===== src/rtl/uart_pkg.sv =====
// Shared definitions for the 8051-style serial port (transmit and receive paths).
package uart_pkg;

   typedef enum logic [2:0] {
      IDLE  = 3'd0,
      START = 3'd1,
      DATA  = 3'd2,
      BIT9  = 3'd3,
      STOP  = 3'd4
   } tx_state_e;

   localparam logic [1:0] MODE0 = 2'd0;
   localparam logic [1:0] MODE1 = 2'd1;
   localparam logic [1:0] MODE2 = 2'd2;
   localparam logic [1:0] MODE3 = 2'd3;

   localparam logic [7:0] SCON_SFR_ADDR = 8'h98;
   localparam logic [7:0] SBUF_SFR_ADDR = 8'h99;

endpackage


===== src/rtl/uart_tx_baud.sv =====
// Bit-time generator for the transmitter: 16x oversample counter for modes 1-3
// and the two-phase T7 shift clock for mode 0.
module uart_tx_baud
   import uart_pkg::*;
#(
   parameter int OVS_W = 4
) (
   input  logic       clk,
   input  logic       rst_n,
   input  logic       run_i,
   input  logic [1:0] mode_i,
   input  logic       tc_i,
   input  logic       t7_i,
   output logic       phase_o,
   output logic       bit_tick_o
);

   logic [OVS_W-1:0] ovsCnt_q, ovsCnt_d;
   logic             phase_q, phase_d;
   logic             syncMode;

   assign syncMode = (mode_i == MODE0);

   // Held at zero while idle, so a load always starts a full bit time even
   // when TC or T7 lands in the same cycle as the SBUF write.
   always_comb begin
      ovsCnt_d = ovsCnt_q;
      phase_d  = phase_q;
      if (!run_i) begin
         ovsCnt_d = '0;
         phase_d  = 1'b0;
      end else if (syncMode) begin
         if (t7_i) phase_d = ~phase_q;
      end else if (tc_i) begin
         ovsCnt_d = ovsCnt_q + OVS_W'(1);
      end
   end

   always_ff @(posedge clk or negedge rst_n) begin
      if (!rst_n) begin
         ovsCnt_q <= '0;
         phase_q  <= 1'b0;
      end else begin
         ovsCnt_q <= ovsCnt_d;
         phase_q  <= phase_d;
      end
   end

   assign phase_o    = phase_q;
   assign bit_tick_o = run_i && (syncMode ? (t7_i && phase_q)
                                          : (tc_i && (&ovsCnt_q)));

endmodule


===== src/rtl/uart_transmit.sv =====
// Transmit half of the 8051 serial port. Define TX_HOLD_EN to add a one-entry
// holding register that chains a second frame without an idle bit time.
module uart_transmit
   import uart_pkg::*;
#(
   parameter logic [7:0] SBUF_ADDR = SBUF_SFR_ADDR,
   parameter int         OVS_W     = 4
) (
   input  logic       clk,
   input  logic       rst_n,
   input  logic [7:0] AB,
   input  logic [7:0] din,
   input  logic       wr_n,
   input  logic [1:0] SM,
   input  logic       TB8,
   input  logic       TC,
   input  logic       T7,
   output logic       txd,
   output logic       rxd_out,
   output logic       rxd_oe,
   output logic       busy,
   output logic       TI
);

   tx_state_e  state_q, state_d;
   logic [7:0] shift_q, shift_d;
   logic [2:0] bitCnt_q, bitCnt_d;
   logic [1:0] mode_q, mode_d;
   logic       tb8_q, tb8_d;
   logic       ti_q, ti_d;
   logic       sbufWrite, bitTick, phase, frameDone, startFrame;
   logic [7:0] startData;
`ifdef TX_HOLD_EN
   logic [7:0] holdData_q, holdData_d;
   logic       holdFull_q, holdFull_d;
`endif

   assign sbufWrite = !wr_n && (AB == SBUF_ADDR);
   assign busy      = (state_q != IDLE);

   uart_tx_baud #(.OVS_W(OVS_W)) u_baud (
      .clk        (clk),
      .rst_n      (rst_n),
      .run_i      (busy),
      .mode_i     (mode_q),
      .tc_i       (TC),
      .t7_i       (T7),
      .phase_o    (phase),
      .bit_tick_o (bitTick)
   );

   // Frame sequencing; a new frame (fresh load or held byte) overrides the
   // end-of-frame return to IDLE and samples SM/TB8 at that moment.
   always_comb begin
      state_d    = state_q;
      shift_d    = shift_q;
      bitCnt_d   = bitCnt_q;
      mode_d     = mode_q;
      tb8_d      = tb8_q;
      frameDone  = 1'b0;
      startFrame = (state_q == IDLE) && sbufWrite;
      startData  = din;
`ifdef TX_HOLD_EN
      holdData_d = holdData_q;
      holdFull_d = holdFull_q;
`endif
      case (state_q)
         START: if (bitTick) state_d = DATA;
         DATA: begin
            if (bitTick) begin
               shift_d  = {1'b0, shift_q[7:1]};
               bitCnt_d = bitCnt_q + 3'd1;
               if (bitCnt_q == 3'd7) begin
                  if (mode_q == MODE0) begin
                     state_d   = IDLE;
                     frameDone = 1'b1;
                  end else if (mode_q == MODE1) begin
                     state_d = STOP;
                  end else begin
                     state_d = BIT9;
                  end
               end
            end
         end
         BIT9: if (bitTick) state_d = STOP;
         STOP: begin
            if (bitTick) begin
               state_d   = IDLE;
               frameDone = 1'b1;
            end
         end
         default: state_d = IDLE;
      endcase
`ifdef TX_HOLD_EN
      if (busy && sbufWrite && !holdFull_q) begin
         holdFull_d = 1'b1;
         holdData_d = din;
      end
      if (frameDone && holdFull_d) begin
         startFrame = 1'b1;
         startData  = holdData_d;
         holdFull_d = 1'b0;
      end
`endif
      if (startFrame) begin
         state_d  = (SM == MODE0) ? DATA : START;
         shift_d  = startData;
         bitCnt_d = 3'd0;
         mode_d   = SM;
         tb8_d    = TB8;
      end
      ti_d = frameDone;
   end

   always_ff @(posedge clk or negedge rst_n) begin
      if (!rst_n) begin
         state_q  <= IDLE;
         shift_q  <= 8'h00;
         bitCnt_q <= 3'd0;
         mode_q   <= MODE0;
         tb8_q    <= 1'b0;
         ti_q     <= 1'b0;
      end else begin
         state_q  <= state_d;
         shift_q  <= shift_d;
         bitCnt_q <= bitCnt_d;
         mode_q   <= mode_d;
         tb8_q    <= tb8_d;
         ti_q     <= ti_d;
      end
   end

`ifdef TX_HOLD_EN
   always_ff @(posedge clk or negedge rst_n) begin
      if (!rst_n) begin
         holdData_q <= 8'h00;
         holdFull_q <= 1'b0;
      end else begin
         holdData_q <= holdData_d;
         holdFull_q <= holdFull_d;
      end
   end
`endif

   // In mode 0 txd is the shift clock: low in the first half of each bit, high in the second.
   always_comb begin
      txd = 1'b1;
      case (state_q)
         START:   txd = 1'b0;
         DATA:    txd = (mode_q == MODE0) ? phase : shift_q[0];
         BIT9:    txd = tb8_q;
         default: txd = 1'b1;
      endcase
   end

   assign rxd_out = (state_q == DATA && mode_q == MODE0) ? shift_q[0] : 1'b1;
   assign rxd_oe  = busy && (mode_q == MODE0);
   assign TI      = ti_q;

endmodule


===== config.mk =====
export PLATFORM = sky130hd
export DESIGN_NAME = uart_transmit
export DESIGN_NICKNAME = d
export VERILOG_FILES = /design/src/rtl/uart_pkg.sv /design/src/rtl/uart_tx_baud.sv /design/src/rtl/uart_transmit.sv
export SDC_FILE = /design/constraint.sdc
export NUM_CORES = 1
export LEC_CHECK = 0
export ABC_AREA = 1
export ABC_CLOCK_PERIOD_IN_PS = 1650
export BUFFER_PORTS_ARGS = -buffer_cell sky130_fd_sc_hd__buf_2
export CAP_MARGIN = 10
export CORE_MARGIN = 1
export CORE_UTILIZATION = 50
export DETAILED_ROUTE_END_ITERATION = 6
export PLACE_DENSITY_LB_ADDON = 0.25
export REMOVE_ABC_BUFFERS = 1
export SYNTH_ARGS = -nofsm -noshare
export SYNTH_HDL_FRONTEND = slang
export SYNTH_SLANG_ARGS = --single-unit

===== constraint.sdc =====
create_clock -name clk -period 1.65 [get_ports clk]
set_clock_uncertainty 0.05 [all_clocks]
set_input_delay 0.0825 -clock clk [delete_from_list [all_inputs] [get_ports clk]]
set_output_delay 0.0825 -clock clk [all_outputs]
set_load 0.01 [all_outputs]

Word level (Yosys, flattened, before mapping)
Cells that the tools add are included.

Output and inout bits: 5. Register bits: 23. Bits of input ports: 24. Word-level logic and storage cells: 77.

Eq/ne operators: 16. Add/subtract/negate cells: 2. Bitwise gates (word level): 1. Muxes and demuxes: 31. Reduce and logical (&&, ||, !) cells: 19.

Operators with widths (number): $mux W3 (11); $mux W8 (3); $ne A3 B3 Y1 const B (5); $mux W4 (3); $pmux W3 S4 (1); $mux W1 (10); $eq A8 B8 Y1 const B (1); $logic_and A1 B1 Y1 (7); $eq A3 B2 Y1 const B (2); $eq A3 B3 Y1 const B (2); $ne A2 B2 Y1 const B (3); $reduce_and A2 Y1 (3); $reduce_and A5 Y1 (1); $add A4 B1 Y4 const B (1); $logic_not A2 Y1 (2); $reduce_and A4 Y1 (1); $reduce_bool A2 Y1 (2); $add A3 B1 Y3 const B (1); $eq A3 B1 Y1 const B (1); $logic_not A3 Y1 (1); $pmux W1 S3 (1); $reduce_bool A3 Y1 (1); $eq A2 B1 Y1 const B (1); $mux W2 (1); 4 further kinds (4).

Depth between registers and ports, before layout
Gate-level depths: netlist of the first run.

Depth in word-level cells: 7. Mapped depth: 11. Depth with buffers taken out: 10.

Cells and area by module
Synthesis of the first run repeated with hierarchy kept, for this count alone.

Cell total of the unflattened synthesis: 176. Area, all modules: 1338.8 um2.

By module, submodules not included: uart_transmit (instances 1, area each 1053.5 um2, cells an instance 138); uart_tx_baud (instances 1, area each 285.3 um2, cells an instance 38).

Worst setup path before layout of the first run
No wires, ideal clock.

Path kind: register to register. Start: reg state_q[0]. End: reg shift_q[2]. Buffers on the path: 2. Clock period less this slack: 1.406 ns. Arrival time: 1.232 ns. Cell stages (with the launch flop): 9. Required time: 1.476 ns. Setup slack: 0.244 ns. Cell sequence: dfrtp_1 nor2_4 nand2_4 nor2_4 nand2_2 buf_6 buf_8 nand3_1 nand3_1.

Word-level cells in the longest chain between the ends: 4. Elaborated cells between the ends (all ways): 9. Classes of those cells: eq/ne: 1; mux: 1; reduce/logical: 7.

Ends and longest elaborated chain: start: declaration (RTL line uart_transmit.sv:25) `tx_state_e state_q, state_d;`; start signal: assignment (RTL line uart_transmit.sv:124) `state_q <= state_d;`; $reduce_bool A3 Y1 (RTL line uart_transmit.sv:39) `assign busy = (state_q != IDLE);`; net busy (RTL line uart_transmit.sv:21) `output logic busy,`; $logic_and A1 B1 Y1 (RTL line uart_tx_baud.sv:50) `assign bit_tick_o = run_i && (syncMode ? (t7_i && phase_q)`; $reduce_bool A2 Y1 (no source line); $reduce_and A2 Y1 (no source line); end signal: assignment (RTL line uart_transmit.sv:125) `shift_q <= shift_d;`; end: declaration (RTL line uart_transmit.sv:26) `logic [7:0] shift_q, shift_d;`.

The timed path passes the listed nets, and every way through them passes these cells. A chain may end at the register's enable or synchronous reset.

Worst setup path after layout of the first run
Start: reg mode_q[1]. End: out txd.

Word-level cells in the longest chain between the ends: 3.

Ends and longest elaborated chain: start: declaration (RTL line uart_transmit.sv:28) `logic [1:0] mode_q, mode_d;`; start signal: assignment (RTL line uart_transmit.sv:127) `mode_q <= mode_d;`; $logic_not A2 Y1 (RTL line uart_transmit.sv:150) `DATA: txd = (mode_q == MODE0) ? phase : shift_q[0];`; $mux W1 (RTL line uart_transmit.sv:150); $pmux W1 S3 (RTL line uart_transmit.sv:148) `case (state_q)`; end: declaration (RTL line uart_transmit.sv:18) `output logic txd,`.

No other way between the ends.

==> summary.md, run 1 <==
| Metric | Value |
|---|---|
| Result of the run | complete, no violations |
| Last weighted congestion value of the routability-driven placer | 0.834 |
| GRT Total Usage | 0.233 |
| Root cell of the clock tree | clkbuf_4 |
| Synthesized netlist cell count | 184 |
| Commonest non-fill, non-tap cell in the layout | nand2_1 |
| Type of destination of the critical path | output port |
| Reg2Reg Launch Point | state_q[0]$_DFFE_PN0P_ |
| Standard cell with the maximum stage delay on the critical path | dfrtp_1 |
| Start-to-end type of the worst setup path | flop to output port |
| Detailed-router iteration count before antenna repair | 5 |
| Syn Std Cell Area | 1380 um2 |
| Max VDD drop | 0.856 mV |
| Number of global-route vias before repair | 1152 |
| Time the worst path needs with I/O delays and setup | 1.57 ns |
| Critical path required time | 1.52 ns |
| Worst skew pair latency | 0.32 ns |
| Seq/Total Area, Yosys | 0.418 |
| Crit path launch type | flop |
| CP arrival | 1.44 ns |
| Number of unique standard cell types used by synthesis | 26 |
| Total clock sinks | 23 |
| Largest stage delay, worst path | 0.44 ns |
| Initial Util | 0.541 |
| Drt wl/cell | 12.2 um |
| Relative max-transition margin | 0.654 |
| Share of layout cells above drive strength 1 | 0.268 |
| Post-route antenna net violation count | 0 |
| TritonCTS Buffers | 3 |
| Worst Setup Slack, final | 0.0786 ns |
| Vias per std cell | 5.14 |
| Power per standard cell area | 1000 nW/um2 |
| Yosys synthesis warning count | 0 |
| Post-synthesis to final-layout area growth | 25.5% |
| Via count | 1327 |
| Primary FF master, synth | dfrtp_1 |
| Setup_tns | 0 ns |
| N_diodes | 0 |
| Die extent in y | 54.5 um |
| Violation count after the first detailed-route iteration | 34 |
| Die Footprint | 2970 um2 |
| Final WL | 3150 um |
| Worst R2R Setup Slack | 0.12 ns |
| Final hold violations | 0 |
| Fraction of synthesis flops using an asynchronous set or reset pin | 1.00 |
| Number of levels the H-tree was split into | 1 |
| Flip-flop and latch count after synthesis | 23 |
| Pin count of the biggest net entering global routing | 24 |
| Number of enable flip-flop cells after synthesis | 0 |
| Most frequent cells in the layout | nand2_1, nand3_1, buf_2 |
| CTS tree | yes |
| Portion of the clock cycle consumed by the worst path in the final layout | 0.952 |
| Number of remaining DRC errors | 0 |
| Antenna violations before repair | 0 |
| Hold-critical path depth | 3 |
| Clock-pin slew on the worst setup and hold paths | 0.13 ns |
| Die Span X | 54.5 um |
| Highest net fanout along the worst path | 6 |
| Remaining global-route overflow | 0 |
| Worst Setup Slack post-DPL | -0.0152 ns |
| # IOs | 29 |
| Slew @ Worst Pin | 0.519 ns |
| Worst min path class | input pin to flop |
| Total leakage power | 0.000923 uW |
| Clk buf depth | 2 |
| Std-Cell Rows | 18 |
| Area of the core region | 2540 um2 |
| Wire length of the first global-routing pass | 4840 um |
| NumNets Final | 256 |
| Placed wire-length estimate after detailed placement | 2230 um |
| Sequence of cells on the critical path | nor2_4 -> inv_2 -> a21oi_2 -> o21ai_1 -> nand4_1 -> buf_2 |
| Worst reg2reg endpoint | shift_q[0]$_DFFE_PN0P_ |
| Max-Cap Viols | 0 |
| Maximum achievable frequency | 636 MHz |
| Number of pins with negative max-slew slack in the final report | 0 |
| Average footprint of a synthesized cell | 7.49 um2 |
| Post-Route Hold Slack | 0.0235 ns |
| Setup Viol. Count Final | 0 |
| IO buf count | 28 |
| Endpoint of the worst hold-timing path | shift_q[0]$_DFFE_PN0P_ |
| Startpoint of the tightest hold check path | din[0] |
| Total power | 1730 uW |
| Number of cells on the worst reg-to-reg path | 8 |
## cell usage after synthesis (3+ instances only)
cell type,instances,share of area
a21oi_1,7,0.025
dfrtp_1,23,0.42
ha_1,3,0.027
inv_1,22,0.060
inv_2,4,0.011
nand2_1,52,0.14
nand3_1,29,0.11
nand3_2,3,0.022
nand4_1,3,0.014
nor2_1,11,0.030
nor2_2,3,0.014
nor2_4,3,0.025
nor3_1,3,0.011
o21ai_0,6,0.022
## worst max-delay path, delay by kind of cell (launching register included)
kind / cells / cell delay, ns
simple gates: 2 / 0.25
buf+inv: 2 / 0.22
flops: 1 / 0.44
compound gates: 2 / 0.21
## what timing repair did
| action | in CTS | in global routing |
|---|---|---|
| hold endpoints to repair | 33 | 0 |
| resized for setup | 4 | 8 |
| buffers inserted | 3 | 0 |
| cloned | 0 | 0 |
| hold buffers | 11 | 0 |
| pin swaps | 1 | 1 |
| endpoints found under the setup margin | 8 | 11 |
## sequential cells by signal (all words and copies together), names as in the netlist
register         cells
bitCnt_q             3
u_baud.phase_o       1
tb8_q                1
state_q              3
mode_q               2
shift_q              8
u_baud.ovsCnt_q      4
TI                   1
## stage by stage
| stage | area (um2) | util | cells |
|---|---|---|---|
| after floorplan | 1350 | - | 181 |
| after global placement | 1530 | 0.602 | 240 |
| after detailed placement | 1530 | 0.602 | 240 |
| after CTS | 1710 | 0.670 | 258 |
| after global routing | 1730 | 0.679 | 258 |
| final | 1730 | 0.679 | 258 |
## power by group
part	internal (uW)	leakage, uW	switching [uW]	total (uW)
Clock	90.8	0.0000177	183	273
Sequential	665	0.000306	101	766
Combinational	273	0.000599	422	695
## worst max-delay path by stage
stage | startpoint | endpoint | slack, ns
after floorplan | state_q[0]$_DFFE_PN0P_ | state_q[0]$_DFFE_PN0P_ | 0.16
after global placement | state_q[2]$_DFFE_PN0P_ | shift_q[3]$_DFFE_PN0P_ | 0.07
final | mode_q[1]$_DFFE_PN0P_ | txd | 0.08
after global routing | mode_q[1]$_DFFE_PN0P_ | txd | -0.007
after CTS | state_q[2]$_DFFE_PN0P_ | txd | 0.03
after detailed placement | state_q[2]$_DFFE_PN0P_ | bitCnt_q[0]$_DFFE_PN0P_ | -0.02
## cell type report
type | instances | area (um2)
Clock buffer | 3 | 22.5
Clock inverter | 1 | 5.00
Fill cell | 218 | 816
Inverter | 26 | 100
Multi-Input combinational cell | 132 | 702
Sequential cell | 23 | 578
Tap cell | 30 | 37.5
Timing Repair Buffer | 43 | 284
## cells by family (layout without fill, tap and decap cells)
family | after synthesis | count (layout) | synth area share
AOI/OAI and AO/OA | 16 | 16 | 0.0654
buffers and inverters | 29 | 73 | 0.0935
adders and majority gates | 3 | 3 | 0.0273
and+or+nand+nor | 113 | 113 | 0.396
DFF | 23 | 23 | 0.418
## metal layers
metal | vias to the layer above | wire length [um] | global-route usage
li1 | 680 | - | -
met1 | 590 | 1420 | 0.298
met2 | 47 | 1520 | 0.396
met3 | 10 | 124 | 0.0306
met4 | 0 | 89 | 0.0897
met5 | - | 0 | 0
(Power assumes the default switching activity.)
==> run 2: changes to the inputs <==
- ABC_AREA: 1 -> not set
==> summary.md, run 2 <==
| Metric | Value |
|---|---|
| Clock power frac | 0.216 |
| Most frequent cells in the layout | nand2_1, buf_2, dfrtp_1 |
| Syn Std Cell Area | 1230 um2 |
| Commonest non-fill, non-tap cell in the layout | nand2_1 |
| Top cells by instance count after synthesis | nand2_1, dfrtp_1, nand3_1 |
| Std-Cell Rows | 17 |
| Crit path launch type | flop |
| GRT Total Usage | 0.292 |
| Last weighted congestion value of the routability-driven placer | 0.827 |
| Count of fill cells added during filler insertion | 142 |
| Violation count after the first detailed-route iteration | 21 |
| Die Span X | 51.7 um |
| Yosys top cell by area | dfrtp_1 |
| Final WL | 3490 um |
| Remaining global-route overflow | 0 |
| Unrepaired setup endpoints after global routing | true |
| Area of the multi-input gates | 666 um2 |
| CP arrival | 1.64 ns |
| Count of non-filler cells in the finished layout | 233 |
| Number of levels the H-tree was split into | 1 |
| Initial Util | 0.543 |
| Reg2Reg Launch Point | mode_q[1]$_DFFE_PN0P_ |
| Die extent in y | 51.7 um |
| Final hold violations | 0 |
| Worst reg2reg endpoint | bitCnt_q[0]$_DFFE_PN0P_ |
| Seq. cell area | 576 um2 |
| Maximum achievable frequency | 563 MHz |
| Number of unique standard cell types used by synthesis | 33 |
| Average footprint of a synthesized cell | 8.76 um2 |
| N_diodes | 0 |
| Hold-critical path depth | 4 |
| Synth area leaders | dfrtp_1, nand2_1, nand3_1 |
| Total placed cells including tap cells | 204 |
| Worst skew pair latency | 0.30 ns |
| Critical path required time | 1.52 ns |
| Fraction of synthesis flops using an asynchronous set or reset pin | 1.00 |
| TritonCTS Buffers | 3 |
| Drt wl/cell | 15.0 um |
| Max FFs per register | 8 |
| Relative max-transition margin | 0.641 |
| CTS tree | yes |
| Placed wire-length estimate after detailed placement | 2170 um |
| Total clock sinks | 23 |
| Share of the synthesized area in the top cell type | 0.466 |
| Net switching fraction of the power | 0.291 |
| Seq/Total Area, Yosys | 0.466 |
| Total leakage power | 0.000881 uW |
| Post-route antenna net violation count | 0 |
| Time the worst path needs with I/O delays and setup | 1.78 ns |
| Share of layout cells above drive strength 1 | 0.371 |
| Number of global-route vias before repair | 1344 |
| Highest net fanout along the worst path | 4 |
| Max-Cap Viols | 0 |
| Combinational power share | 0.278 |
| Util after Layout | 0.806 |
| Worst min path class | input pin to flop |
| Worst Setup Slack, final | -0.125 ns |
| Slew @ Worst Pin | 0.539 ns |
| Power per standard cell area | 661 nW/um2 |
| # IOs | 29 |
| Number of remaining DRC errors | 0 |
| Yosys synthesis warning count | 0 |
| Startpoint of the tightest hold check path | T7 |
| Design internal power | 860 uW |
| Clk buf depth | 2 |
| IO buf count | 28 |
| Net switching power of the design | 353 uW |
| Clock-pin slew on the worst setup and hold paths | 0.13 ns |
| Area of the core region | 2280 um2 |
| Vias per std cell | 5.60 |
| Part of the total power dissipated in sequential elements | 0.505 |
| Die Footprint | 2670 um2 |
| Type of destination of the critical path | output port |
| Post-synthesis to final-layout area growth | 48.6% |
| NumNets Final | 233 |
| Start-to-end type of the worst setup path | flop to output port |
| Number of pins with negative max-slew slack in the final report | 0 |
| Endpoint of the worst hold-timing path | u_baud.phase_o$_DFFE_PN0P_ |
| Most common cell in the netlist | nand2_1 |
| Leading registers by flop count | shift_q x8, u_baud.ovsCnt_q x4 |
| Antenna violations before repair | 0 |
| Wire length of the first global-routing pass | 5650 um |
| Register with the most flip-flops | shift_q |
| Detailed-router iteration count before antenna repair | 4 |
| Result of the run | finished, violations left |
| Failing checks | setup timing |
| Via count | 1304 |
| Primary FF master, synth | dfrtp_1 |
| Max VDD drop | 0.549 mV |
| Root cell of the clock tree | clkbuf_4 |
| Pin count of the biggest net entering global routing | 24 |
| Setup_tns | -0.298 ns |
| Setup Viol. Count Final | 5 |
| Synthesized netlist cell count | 141 |
| Number of cells on the worst reg-to-reg path | 5 |
| Worst R2R Setup Slack | -0.06 ns |
| Flip-flop and latch count after synthesis | 23 |
| Number of enable flip-flop cells after synthesis | 0 |
| Portion of the clock cycle consumed by the worst path in the final layout | 1.08 |
-- run 2: cell types whose count changed in the layout (fill, tap and decap cells not counted), sizes merged, moves of 5 or more --
cell / change
nand3: -19
buf: +24
inv: -23
nand2: -25
nor2: -5
o211ai: +5
-- run 2: power groups by stage --
stage          clock [uW]  sequential, uW  combinational [uW]
3_3_place_gp            0             627                 226
6_report              263             613                 338
4_1_cts               268             612                 305
2_1_floorplan           0             628                 109
3_5_place_dp            0             629                 233
5_1_grt               294             615                 365
-- run 2: cell families after synthesis --
family	Yosys count	share of synthesized area
DFF	23	0.466
and+or+nand+nor	70	0.265
buffers and inverters	12	0.0496
xor gates and xnor gates	3	0.0213
muxes	2	0.0203
adders and majority gates	3	0.0304
AOI/OAI and AO/OA	28	0.147
-- run 2: metal layers --
layer / vias up / routed length, um / global-route usage
met4: 0 / 93 / 0.167
met5: - / 0 / 0
met2: 28 / 1840 / 0.535
li1: 628 / - / -
met3: 10 / 87 / 0.0409
met1: 638 / 1470 / 0.317
-- run 2: how the worst max path moves through the flow --
| stage | start | endpoint | slack, ns |
|---|---|---|---|
| floorplan | mode_q[1]$_DFFE_PN0P_ | state_q[1]$_DFFE_PN0P_ | -0.33 |
| global placement | mode_q[1]$_DFFE_PN0P_ | bitCnt_q[0]$_DFFE_PN0P_ | 0.04 |
| detailed placement | u_baud.ovsCnt_q[0]$_DFFE_PN0P_ | state_q[0]$_DFFE_PN0P_ | -0.05 |
| CTS | mode_q[0]$_DFFE_PN0P_ | txd | -0.10 |
| global route | mode_q[1]$_DFFE_PN0P_ | txd | -0.19 |
| finish | mode_q[1]$_DFFE_PN0P_ | txd | -0.13 |
-- run 2: cell type report --
type / instances / share of cell area
Multi-Input combinational cell: 106 / 0.363
Sequential cell: 23 / 0.314
Timing Repair Buffer: 69 / 0.284
Tap cell: 28 / 0.0191
Clock buffer: 4 / 0.0143
Inverter: 3 / 0.00613
-- run 2: per-stage QoR --
stage	hold WS (ns)	worst slack [ns]	instance area, um2	power [uW]
3_5_place_dp	0.0447	-0.0516	1490	862
2_1_floorplan	-0.263	-0.334	1180	737
4_1_cts	0.0840	-0.103	1740	1180
3_3_place_gp	0.0313	0.0437	1490	853
6_report	0.0797	-0.125	1840	1210
5_1_grt	0.0875	-0.190	1840	1270
-- run 2: critical path, cell delays in order (launching register included) --
cell,delay [ns]
dfrtp_1,0.41
or2_4,0.27
buf_6,0.12
nand2_2,0.05
a31oi_1,0.08
a311o_1,0.27
buf_2,0.14
-- run 2: what timing repair did --
action	in CTS	in global routing
setup buffers	8	4
hold endpoints to repair	35	0
hold buffers	13	0
pin swaps	5	20
resized for setup	8	20
endpoints found under the setup margin	14	18
==> run 3: changes to the inputs <==
- CORE_UTILIZATION: 50 -> 35
==> summary.md, run 3 (synthesis results as in run 2) <==
| Metric | Value |
|---|---|
| Die Span X | 61.4 um |
| Violation count after the first detailed-route iteration | 61 |
| Power per standard cell area | 668 nW/um2 |
| Highest net fanout along the worst path | 4 |
| Worst reg2reg endpoint | state_q[1]$_DFFE_PN0P_ |
| Number of pins with negative max-slew slack in the final report | 0 |
| Post-route antenna net violation count | 0 |
| Most frequent cells in the layout | nand2_1, buf_2, buf_4 |
| # IOs | 29 |
| Total leakage power | 0.000861 uW |
| Number of remaining DRC errors | 0 |
| Type of destination of the critical path | output port |
| N_diodes | 0 |
| Maximum achievable frequency | 554 MHz |
| Hold-critical path depth | 4 |
| Worst min path class | input pin to flop |
| NumNets Final | 233 |
| Start-to-end type of the worst setup path | flop to output port |
| Detailed-router iteration count before antenna repair | 4 |
| CP arrival | 1.67 ns |
| Worst R2R Setup Slack | -0.05 ns |
| Vias per std cell | 4.94 |
| Failing checks | setup timing |
| IO buf count | 28 |
| Via count | 1241 |
| Final hold violations | 0 |
| Pin count of the biggest net entering global routing | 24 |
| Number of levels the H-tree was split into | 1 |
| Unrepaired setup endpoints after global routing | true |
| Critical path required time | 1.52 ns |
| Drt wl/cell | 12.5 um |
| Number of global-route vias before repair | 1228 |
| Post-synthesis to final-layout area growth | 45.9% |
| Count of non-filler cells in the finished layout | 251 |
| CTS tree | yes |
| Worst path bufs/invs | 2 |
| Setup Viol. Count Final | 8 |
| Portion of the clock cycle consumed by the worst path in the final layout | 1.09 |
| Last weighted congestion value of the routability-driven placer | 0.849 |
| Max FFs per register | 8 |
| Die extent in y | 61.4 um |
| Cell family contributing the most delay on the critical path | flip-flops |
| Wire length of the first global-routing pass | 5150 um |
| Max VDD drop | 0.561 mV |
| Die Footprint | 3770 um2 |
| Root cell of the clock tree | clkbuf_4 |
| Commonest non-fill, non-tap cell in the layout | nand2_1 |
| GRT Total Usage | 0.189 |
| Total placed cells including tap cells | 222 |
| Clk buf depth | 2 |
| Area of the core region | 3360 um2 |
| Remaining global-route overflow | 0 |
| Slew @ Worst Pin | 0.529 ns |
| Placed wire-length estimate after detailed placement | 2180 um |
| Initial Util | 0.367 |
| Final WL | 3140 um |
| Largest stage delay, worst path | 0.41 ns |
| Result of the run | finished, violations left |
| Total clock sinks | 23 |
| Antenna violations before repair | 0 |
| Std-Cell Rows | 21 |
| Standard cell with the maximum stage delay on the critical path | dfrtp_1 |
| Crit path launch type | flop |
| Leading registers by flop count | shift_q x8, u_baud.ovsCnt_q x4 |
| Clock-pin slew on the worst setup and hold paths | 0.14 ns |
| Worst Setup Slack, final | -0.155 ns |
| Worst skew pair latency | 0.32 ns |
| TritonCTS Buffers | 3 |
| Time the worst path needs with I/O delays and setup | 1.80 ns |
| Relative max-transition margin | 0.648 |
| Reg2Reg Launch Point | u_baud.ovsCnt_q[1]$_DFFE_PN0P_ |
| Startpoint of the tightest hold check path | T7 |
| Register with the most flip-flops | shift_q |
| Max-Cap Viols | 0 |
| Endpoint of the worst hold-timing path | u_baud.phase_o$_DFFE_PN0P_ |
| Worst Setup Slack post-DPL | 0.0317 ns |
| Sequence of cells on the critical path | or2_4 -> buf_6 -> nand2_2 -> a31oi_1 -> a311o_1 -> buf_2 |
| Number of cells on the worst reg-to-reg path | 5 |
| Share of layout cells above drive strength 1 | 0.351 |
## run 3: cell count changes in the layout (fill, tap and decap cells not counted), moves of 3 or more
cell / previous run / this run
a21oi_2: 4 / 1
a21oi_1: 3 / 6
o21ai_0: 2 / 6
buf_6: 7 / 2
buf_4: 21 / 26
## run 3: final cells by class
class | count | area, um2
multi-input combinational | 106 | 624
clock inverter | 1 | 7.51
inverter | 3 | 11.3
clock buffer | 3 | 22.5
timing repair buffer | 69 | 503
tap | 46 | 57.6
sequential | 23 | 576
fill | 342 | 1560
## run 3: how the worst max path moves through the flow
stage | start | endpoint | slack, ns | cells past startpoint
after global placement | mode_q[1]$_DFFE_PN0P_ | bitCnt_q[0]$_DFFE_PN0P_ | 0.06 | 4
after CTS | mode_q[0]$_DFFE_PN0P_ | txd | -0.16 | 6
after detailed placement | mode_q[1]$_DFFE_PN0P_ | bitCnt_q[0]$_DFFE_PN0P_ | 0.03 | 4
after floorplan | mode_q[1]$_DFFE_PN0P_ | state_q[1]$_DFFE_PN0P_ | -0.33 | 4
after global routing | mode_q[0]$_DFFE_PN0P_ | txd | -0.23 | 6
final | mode_q[0]$_DFFE_PN0P_ | txd | -0.15 | 6
## run 3: where the power goes
part           switching, uW  internal, uW
Combinational            149           169
Clock                    180          92.7
Sequential              20.1           593
## run 3: what timing repair did
action / 4_1_cts / 5_1_grt
setup buffers: 9 / 5
endpoints found under the hold margin: 35 / 0
hold buffers: 13 / 0
setup endpoints to repair: 3 / 16
pin swaps: 5 / 4
gates resized for setup: 6 / 5
## run 3: routing by layer
layer / vias up / share of wire / global-route usage
met2: 22 / 0.51 / 0.346
met5: - / 0 / 0
met3: 2 / 0.033 / 0.0462
met4: 0 / 0.0076 / 0.0381
li1: 626 / - / -
met1: 591 / 0.45 / 0.225
## run 3: tightest hold or removal path, stage by stage
cell     delay [ns]
buf_2          0.09
nand2_1        0.05
xor2_1         0.12
nor2_1         0.05
## run 3: through the flow
stage	hold WS, ns	total power, uW	TNS (ns)	instance area [um2]	utilization
2_1_floorplan	-0.263	737	-1.64	1180	-
3_3_place_gp	0.0341	856	0	1520	0.451
3_5_place_dp	0.0439	859	0	1520	0.451
4_1_cts	0.0459	1190	-0.266	1770	0.525
5_1_grt	0.0697	1280	-1.74	1800	0.536
6_report	0.0472	1200	-0.392	1800	0.536
